<file path="config.mk">
export PLATFORM = sky130hd
export DESIGN_NAME = mac_1g_rx
export DESIGN_NICKNAME = d
export VERILOG_FILES = /design/src/rtl/eth_pkg.sv /design/src/rtl/eth_crc32_byte.sv /design/src/rtl/mac_1g_rx.sv
export SDC_FILE = /design/constraint.sdc
export NUM_CORES = 1
export LEC_CHECK = 0
export ABC_AREA = 1
export BUFFER_PORTS_ARGS = -buffer_cell sky130_fd_sc_hd__buf_2
export CORE_ASPECT_RATIO = 1.1
export CORE_MARGIN = 2
export CORE_UTILIZATION = 25
export CTS_CLUSTER_SIZE = 30
export DETAILED_ROUTE_END_ITERATION = 8
export RECOVER_POWER = 50
export SLEW_MARGIN = 10
export SYNTH_ARGS = -nofsm -noshare
export SYNTH_HDL_FRONTEND = slang
export SYNTH_SLANG_ARGS = --single-unit
</file>
<file path="constraint.sdc">
create_clock -name Clk -period 2.6 [get_ports Clk]
set_input_delay 0.13 -clock Clk [delete_from_list [all_inputs] [get_ports Clk]]
set_output_delay 0.13 -clock Clk [all_outputs]
set_load 0.05 [all_outputs]
</file>
<file path="src/rtl/eth_pkg.sv">
// Ethernet framing constants shared by the MAC transmit and receive paths.
package eth_pkg;

    localparam logic [7:0]  eth_preamble_byte      = 8'h55;
    localparam logic [7:0]  eth_sfd_byte           = 8'hD5;
    localparam int unsigned eth_preamble_length    = 7;
    localparam int unsigned eth_fcs_length         = 4;

    localparam logic [31:0] eth_crc32_poly         = 32'hEDB88320;
    localparam logic [31:0] eth_crc32_residue      = 32'hDEBB20E3;

    // Minimum legal frame length counted after SFD, FCS included.
    localparam int unsigned eth_min_rx_frame_bytes = 64;

endpackage

</file>
<file path="src/rtl/eth_crc32_byte.sv">
// Combinational reflected CRC-32 update: folds one byte, LSB first.
module eth_crc32_byte
    import eth_pkg::*;
(
    input  logic [31:0] Crc_in,
    input  logic [7:0]  Data_in,
    output logic [31:0] Crc_out
);

    logic [31:0] c;

    // Eight shift/xor steps of the reflected polynomial.
    always_comb begin
        c = Crc_in ^ {24'h000000, Data_in};
        for (int unsigned i = 0; i < 8; i++) begin
            if (c[0]) begin
                c = (c >> 1) ^ eth_crc32_poly;
            end else begin
                c = c >> 1;
            end
        end
        Crc_out = c;
    end

endmodule

</file>
<file path="src/rtl/mac_1g_rx.sv">
// 1G Ethernet receive framer: strips preamble/SFD/FCS, checks CRC and
// length limits, and forwards the frame bytes with an end-of-frame error flag.
module mac_1g_rx
    import eth_pkg::*;
#(
    parameter int unsigned MAX_FRAME_BYTES = 1518
) (
    input  logic       Clk,
    input  logic       Rst_n,
    input  logic       Mac_valid,
    input  logic [7:0] Mac_data,
    input  logic       Mac_last,
    output logic       Payload_valid,
    output logic [7:0] Payload_data,
    output logic       Payload_last,
    output logic       Payload_error,
    output logic       Stat_frame_ok,
    output logic       Stat_frame_err
);

    localparam int unsigned CNT_W = $clog2(MAX_FRAME_BYTES + 1);

    typedef enum logic [1:0] {
        S_IDLE,
        S_PREAMBLE,
        S_DATA,
        S_DISCARD
    } rx_state_t;

    rx_state_t         state;
    logic [2:0]        pre_cnt;
    logic [CNT_W-1:0]  byte_cnt;
    logic [CNT_W-1:0]  cnt_inc;
    logic [3:0][7:0]   dly;
    logic [31:0]       crc;
    logic [31:0]       crc_next;
    logic              frame_bad;
    logic              from_reset;

    eth_crc32_byte u_crc (
        .Crc_in  (crc),
        .Data_in (Mac_data),
        .Crc_out (crc_next)
    );

    // Saturating byte count including the current beat, and the end-of-frame verdict.
    always_comb begin
        cnt_inc   = (byte_cnt == '1) ? byte_cnt : byte_cnt + CNT_W'(1);
        frame_bad = (crc_next != eth_crc32_residue) ||
                    (32'(cnt_inc) < eth_min_rx_frame_bytes);
    end

    // Receive state machine with delay line, CRC register and registered outputs.
    // from_reset suppresses the err pulse when the first post-reset bytes are the
    // tail of a frame cut short by reset.
    always_ff @(posedge Clk or negedge Rst_n) begin
        if (!Rst_n) begin
            state          <= S_IDLE;
            pre_cnt        <= '0;
            byte_cnt       <= '0;
            dly            <= '0;
            crc            <= '1;
            from_reset     <= 1'b1;
            Payload_valid  <= 1'b0;
            Payload_data   <= '0;
            Payload_last   <= 1'b0;
            Payload_error  <= 1'b0;
            Stat_frame_ok  <= 1'b0;
            Stat_frame_err <= 1'b0;
        end else begin
            Payload_valid  <= 1'b0;
            Payload_last   <= 1'b0;
            Payload_error  <= 1'b0;
            Stat_frame_ok  <= 1'b0;
            Stat_frame_err <= 1'b0;
            if (Mac_valid) begin
                case (state)
                    S_IDLE: begin
                        from_reset <= 1'b0;
                        if (Mac_last) begin
                            Stat_frame_err <= 1'b1;
                        end else if (Mac_data == eth_preamble_byte) begin
                            state   <= S_PREAMBLE;
                            pre_cnt <= 3'd1;
                        end else begin
                            state          <= S_DISCARD;
                            Stat_frame_err <= !from_reset;
                        end
                    end
                    S_PREAMBLE: begin
                        if (Mac_last) begin
                            state          <= S_IDLE;
                            Stat_frame_err <= 1'b1;
                        end else if (Mac_data == eth_sfd_byte) begin
                            state    <= S_DATA;
                            byte_cnt <= '0;
                            crc      <= '1;
                        end else if (Mac_data == eth_preamble_byte &&
                                     32'(pre_cnt) < eth_preamble_length) begin
                            pre_cnt <= pre_cnt + 3'd1;
                        end else begin
                            state          <= S_DISCARD;
                            Stat_frame_err <= 1'b1;
                        end
                    end
                    S_DATA: begin
                        crc      <= crc_next;
                        dly      <= {dly[2:0], Mac_data};
                        byte_cnt <= cnt_inc;
                        if (Mac_last) begin
                            state <= S_IDLE;
                            if (32'(cnt_inc) <= eth_fcs_length) begin
                                Stat_frame_err <= 1'b1;
                            end else begin
                                Payload_valid  <= 1'b1;
                                Payload_data   <= dly[3];
                                Payload_last   <= 1'b1;
                                Payload_error  <= frame_bad;
                                Stat_frame_ok  <= !frame_bad;
                                Stat_frame_err <= frame_bad;
                            end
                        end else if (32'(byte_cnt) == MAX_FRAME_BYTES) begin
                            state          <= S_DISCARD;
                            Payload_valid  <= 1'b1;
                            Payload_data   <= dly[3];
                            Payload_last   <= 1'b1;
                            Payload_error  <= 1'b1;
                            Stat_frame_err <= 1'b1;
                        end else if (32'(byte_cnt) >= eth_fcs_length) begin
                            Payload_valid <= 1'b1;
                            Payload_data  <= dly[3];
                        end
                    end
                    S_DISCARD: begin
                        if (Mac_last) begin
                            state <= S_IDLE;
                        end
                    end
                    default: begin
                        state <= S_IDLE;
                    end
                endcase
            end
        end
    end

endmodule

</file>
# Word level (Yosys, flattened, before mapping)
# Index checks and enable logic that the tools add are counted.
# word_totals
regBits,94
in_bits,12
out_inout_bits,13
word_cells,123
# op_classes
addsub,2
n_lt_le_gt_ge,4
n_eq_ne,18
mux,61
n_bitwise,9
n_reduce_logical,14
# ops
cell,n
32-bit 2-to-1 mux,10
13-bit inverter with 14-bit output,8
32-bit case mux with 2 select lines,1
11-bit 2-to-1 mux,3
8-bit 2-to-1 mux,4
"32-bit inequality test, second input constant",1
32-bit by 8-bit XOR with 32-bit output,1
1-bit 2-to-1 mux,26
"11-bit equality test, second input constant",2
11-bit case mux with 2 select lines,1
2-bit 2-to-1 mux,8
"2-bit inequality test, second input constant",8
3-bit 2-to-1 mux,5
"11-bit by 1-bit adder with 11-bit output, second input constant",1
"11-bit by 3-bit greater-or-equal comparator with 1-bit output, second input constant",1
"11-bit by 3-bit <= comparator with 1-bit output, second input constant",1
"11-bit by 7-bit less-than comparator with 1-bit output, second input constant",1
"8-bit by 7-bit equality test with 1-bit output, second input constant",1
"8-bit equality test, second input constant",1
2-bit case mux with 4 select lines,1
4-bit AND reduction,2
7-bit AND reduction,1
3-bit case mux with 2 select lines,1
5-bit AND reduction,1
14 further kinds,18

# Longest topological paths before layout
# depth
ltp_word,24
depth_mapped,18
ltp_nobuf,17

# By module
# A second synthesis with hierarchy kept.
# hier_totals
hier_cells,718
hier_area_um2,5495.3
# modules_own_cells
module,n_inst,cells_each,area_per_inst_um2,seq_area_each_um2
mac_1g_rx,1,509,4320.4,2393.5
eth_crc32_byte,1,209,1174.9,0.0

# Worst setup path before layout
# Ideal clock, no wire load.
# synth_timing
kind,register -> register
from,register crc[1]
to,register Payload_error
arrival_time_ns,1.900
required_ns,2.480
path_slack_ns,0.581
path_stages_with_launch,17
n_path_buf,1
synth_period_minus_slack_ns,2.019
path_cell_list,dfstp_2 nand2_1 nand2_2 nand2_1 nand2_2 buf_6 ha_1 nand2_1 inv_1 nand2_1 nor2_1 nand3_1 nor2_1 nand2_1 nor2_1 nand3_1 and3_1
# synth_between
elab_chain_cells,19
# synth_rtl
item,line,text
start: declaration,mac_1g_rx.sv:35,logic [31:0] crc;
start signal: assignment,mac_1g_rx.sv:107,crc <= crc_next;
32-bit by 8-bit XOR with 32-bit output *,eth_crc32_byte.sv:14,"c = Crc_in ^ {24'h000000, Data_in};"
32-bit 2-to-1 mux * (2 in a row),eth_crc32_byte.sv:16,if (c[0]) begin
13-bit inverter with 14-bit output (no line) or 32-bit 2-to-1 mux (tied branches),--,
32-bit 2-to-1 mux * (2 in a row),eth_crc32_byte.sv:16,
13-bit inverter with 14-bit output (no line) or 32-bit 2-to-1 mux (tied branches),--,
32-bit 2-to-1 mux *,eth_crc32_byte.sv:16,
13-bit inverter with 14-bit output (no line) or 32-bit 2-to-1 mux (tied branches),--,
32-bit 2-to-1 mux *,eth_crc32_byte.sv:16,
13-bit inverter with 14-bit output (no line) or 32-bit 2-to-1 mux (tied branches),--,
32-bit 2-to-1 mux * (2 in a row),eth_crc32_byte.sv:16,
32-bit inequality test *,mac_1g_rx.sv:49,frame_bad = (crc_next != eth_crc32_residue) ||
1-bit logical OR *,mac_1g_rx.sv:49,
1-bit 2-to-1 mux *,mac_1g_rx.sv:112,if (32'(cnt_inc) <= eth_fcs_length) begin
1-bit 2-to-1 mux *,mac_1g_rx.sv:110,if (Mac_last) begin
1-bit 2-to-1 mux *,mac_1g_rx.sv:77,case (state)
1-bit 2-to-1 mux *,mac_1g_rx.sv:76,if (Mac_valid) begin
end signal: assignment,mac_1g_rx.sv:118,Payload_error <= frame_bad;
end: declaration,mac_1g_rx.sv:16,"output logic Payload_error,"
# Mark *: on every way between the ends. The rest lies on a longest branch, timed or not.
# A chain may end at the register's enable or synchronous reset.

# Final worst setup path
# Same ends and word-level chain as after synthesis.

==> reports/metrics.csv <==
metric,value,unit
synth.most_common_cell,nand2_1,
vdd_drop_max,0.421,mV
antenna-diode-count,0,
routedWlPerCell,13.3,µm
hold_depth,3,
place_hpwl,10700,µm
coreArea,22300,µm²
design_area,6490,µm²
antenna_found_initial,0,
num_rows,57,
met1_usage,16.9,%
endpoint_kind,flip-flop,
r2r-end,Payload_error,
r2r_slack,0.20,ns
grt_pass1_wl,24900,µm
layout-drive-gt1-share,15.3,%
ios,25,
synth_area_per_cell,7.18,µm²
ys_seq_elements,94,
syn2layout_area_growth,14.0,%
syn_inst,794,
slew_headroom,2.90,%
drt_wl_total,14800,µm
finalNetCount,837,
busiest_layer,met2,
synth_top_area_share,26.8,%
synth_cell_types,41,
power_density,1340,nW/µm²
met3_usage,2.18,%
final_antenna_net_count,0,
drv_slew,0,
grt_setup_unrepaired,false,
reg2regPathDepth,14,
synthArstFlopShare,100,%
netlist_top_cells_count,"316 x nand2_1, 90 x inv_1, 61 x dfrtp_1",
r2r-start,crc[1],
clock_skew,0.00756,ns
htreeDepth,3,
worstHoldPathType,in2reg,
synth_area,5700,µm²
period_minus_slack,2.40,ns
start_util,25.6,%
track_usage,13.1,%
grt_util_met2,21.1,%
gp_congestion,0.881,
gr-total-overflow,0,
critical_path_class,reg2reg,
cts_made_buffers,9,
clkSlewWorstSetupHoldPaths,0.07,ns
max_freq,417,MHz
clock_path_buffers,2,
status,finished clean,
fin_setup_tns,0,ns
final-setup-viol-count,0,
crit_fanout,11,
hold_violations,0,
crit_required,2.85,ns
num-fill-cells,2460,
finalPower,0.00873,W
place_area,6180,µm²
synth_fp_nets,811,
synth_area_leaders,"dfrtp_1 27%, nand2_1 21%, dfstp_2 15%",
worst_pin_slew,1.46,ns
remaining_drc_errors,0,
root_buffer,clkbuf_16,
io_buffers,24,
ys.flop_type,dfrtp_1,
dr.pass1.iters,4,
die_h,162,µm
via_count,5040,
crit_arrival,2.65,ns
startpoint_type,flip-flop,
hp-start,Mac_data[0],
vias_per_cell,4.50,
synth_top_area_cell,dfrtp_1,
synth-edff-count,0,
die-area,24000,µm²
power_leakage,3.40,nW
grt_pass1_vias,4820,
hold_end,dly[0],
timing.final.crit_share,92.3,%
synth.yosys.seq_area_share,42.0,%
cts.sinks,94,
worstSkewPairLatency,0.36,ns
fp.dieW,148,µm
initialDrtViolationCount,340,
maxCapViolCount,0,
cts_tree,yes,
grt_max_degree,70,
yosysWarnings,0,
report_power, final:
part	switching (W)	total [W]	internal, W
clock network	0.000638	0.00141	0.000768
logic	0.00313	0.00459	0.00146
registers	0.000461	0.00273	0.00227
repair_timing:
item / in CTS / in global routing
gates resized for setup: 0 / 3
hold buffers: 2 / 0
setup endpoints to repair: 0 / 3
setup buffers: 0 / 0
hold endpoints to repair: 25 / 0
sequential cells by signal, summed over array words and instances, names as in the netlist, 2 cells and up:
name / count
dly: 32
crc: 32
state: 2
pre_cnt: 3
Payload_data: 8
byte_cnt: 11
logic make-up (layout without fill, tap and decap cells):
kind of cell | count (synthesis) | in the layout | synth area share, %
DFF | 94 | 94 | 42.0
adders and majority gates | 5 | 5 | 1.10
buffers and inverters | 124 | 155 | 8.65
and+or+nand+nor | 459 | 459 | 35.4
AOI/OAI and AO/OA | 83 | 83 | 8.41
xor gates and xnor gates | 29 | 29 | 4.46
cell type report:
cell class	instances	area (µm²)	share of cell area (%)
tap	295	369	5.68
sequential	94	2390	36.9
inverter	104	390	6.01
clock buffer	9	225	3.47
clock inverter	7	88.8	1.37
multi-input combinational	576	2830	43.6
timing repair buffer	35	198	3.04
layout by cell type, fill, tap and decap left out, types with 7 or more instances in the layout:
master	Yosys	final
inv_2	13	13
o21ai_0	40	40
o22ai_1	24	24
nand2_4	4	7
xor2_1	24	24
nand2_2	32	29
nand2_1	316	316
buf_2	3	10
nor2_1	31	30
inv_1	90	90
dfstp_2	33	33
clkbuf_16	0	9
clkbuf_1	12	14
nand3_1	50	50
dfrtp_1	61	61
routing by layer:
| layer | routed length (µm) | vias up |
|---|---|---|
| met2 | 6920 | 115 |
| met4 | 476 | 0 |
| met5 | 0 | - |
| met3 | 639 | 38 |
| met1 | 6820 | 2348 |
| li1 | - | 2539 |
critical path, cell delays in order (launching register included):
cell and delay [ns]:
dfstp_2 0.57, nand2_1 0.09, nand2_4 0.14, nand2_1 0.07, nand2_1 0.37, nand2_1 0.15, nand3_1 0.11, nand2_1 0.07
inv_1 0.05, nand2_1 0.04, nand2_1 0.10, nand2_1 0.08, nor2_1 0.11, nand3_1 0.14, and3_1 0.20
per-stage QoR:
step / setup slack (ns) / std cells / hold slack (ns) / utilization [%]
6_report: 0.200 / 1120 / 0.0834 / 29.2
5_1_grt: 0.0111 / 1120 / 0.0985 / 29.2
4_1_cts: 0.134 / 1120 / 0.0768 / 29.3
3_5_place_dp: 0.166 / 1102 / 0.266 / 27.8
3_3_place_gp: 0.130 / 1102 / 0.258 / 27.8
2_1_floorplan: 0.581 / 794 / -0.166 / -
worst max-delay path by stage:
stage	end	depth (start not counted)	slack, ns	from
final	Payload_error	14	0.20	crc[1]
after floorplan	Payload_error	16	0.58	crc[1]
after detailed placement	Payload_error	15	0.17	crc[1]
after global placement	Payload_error	15	0.13	crc[1]
after global routing	Payload_error	15	0.01	crc[1]
after CTS	Payload_error	15	0.13	crc[1]
(Power assumes the default switching activity.)
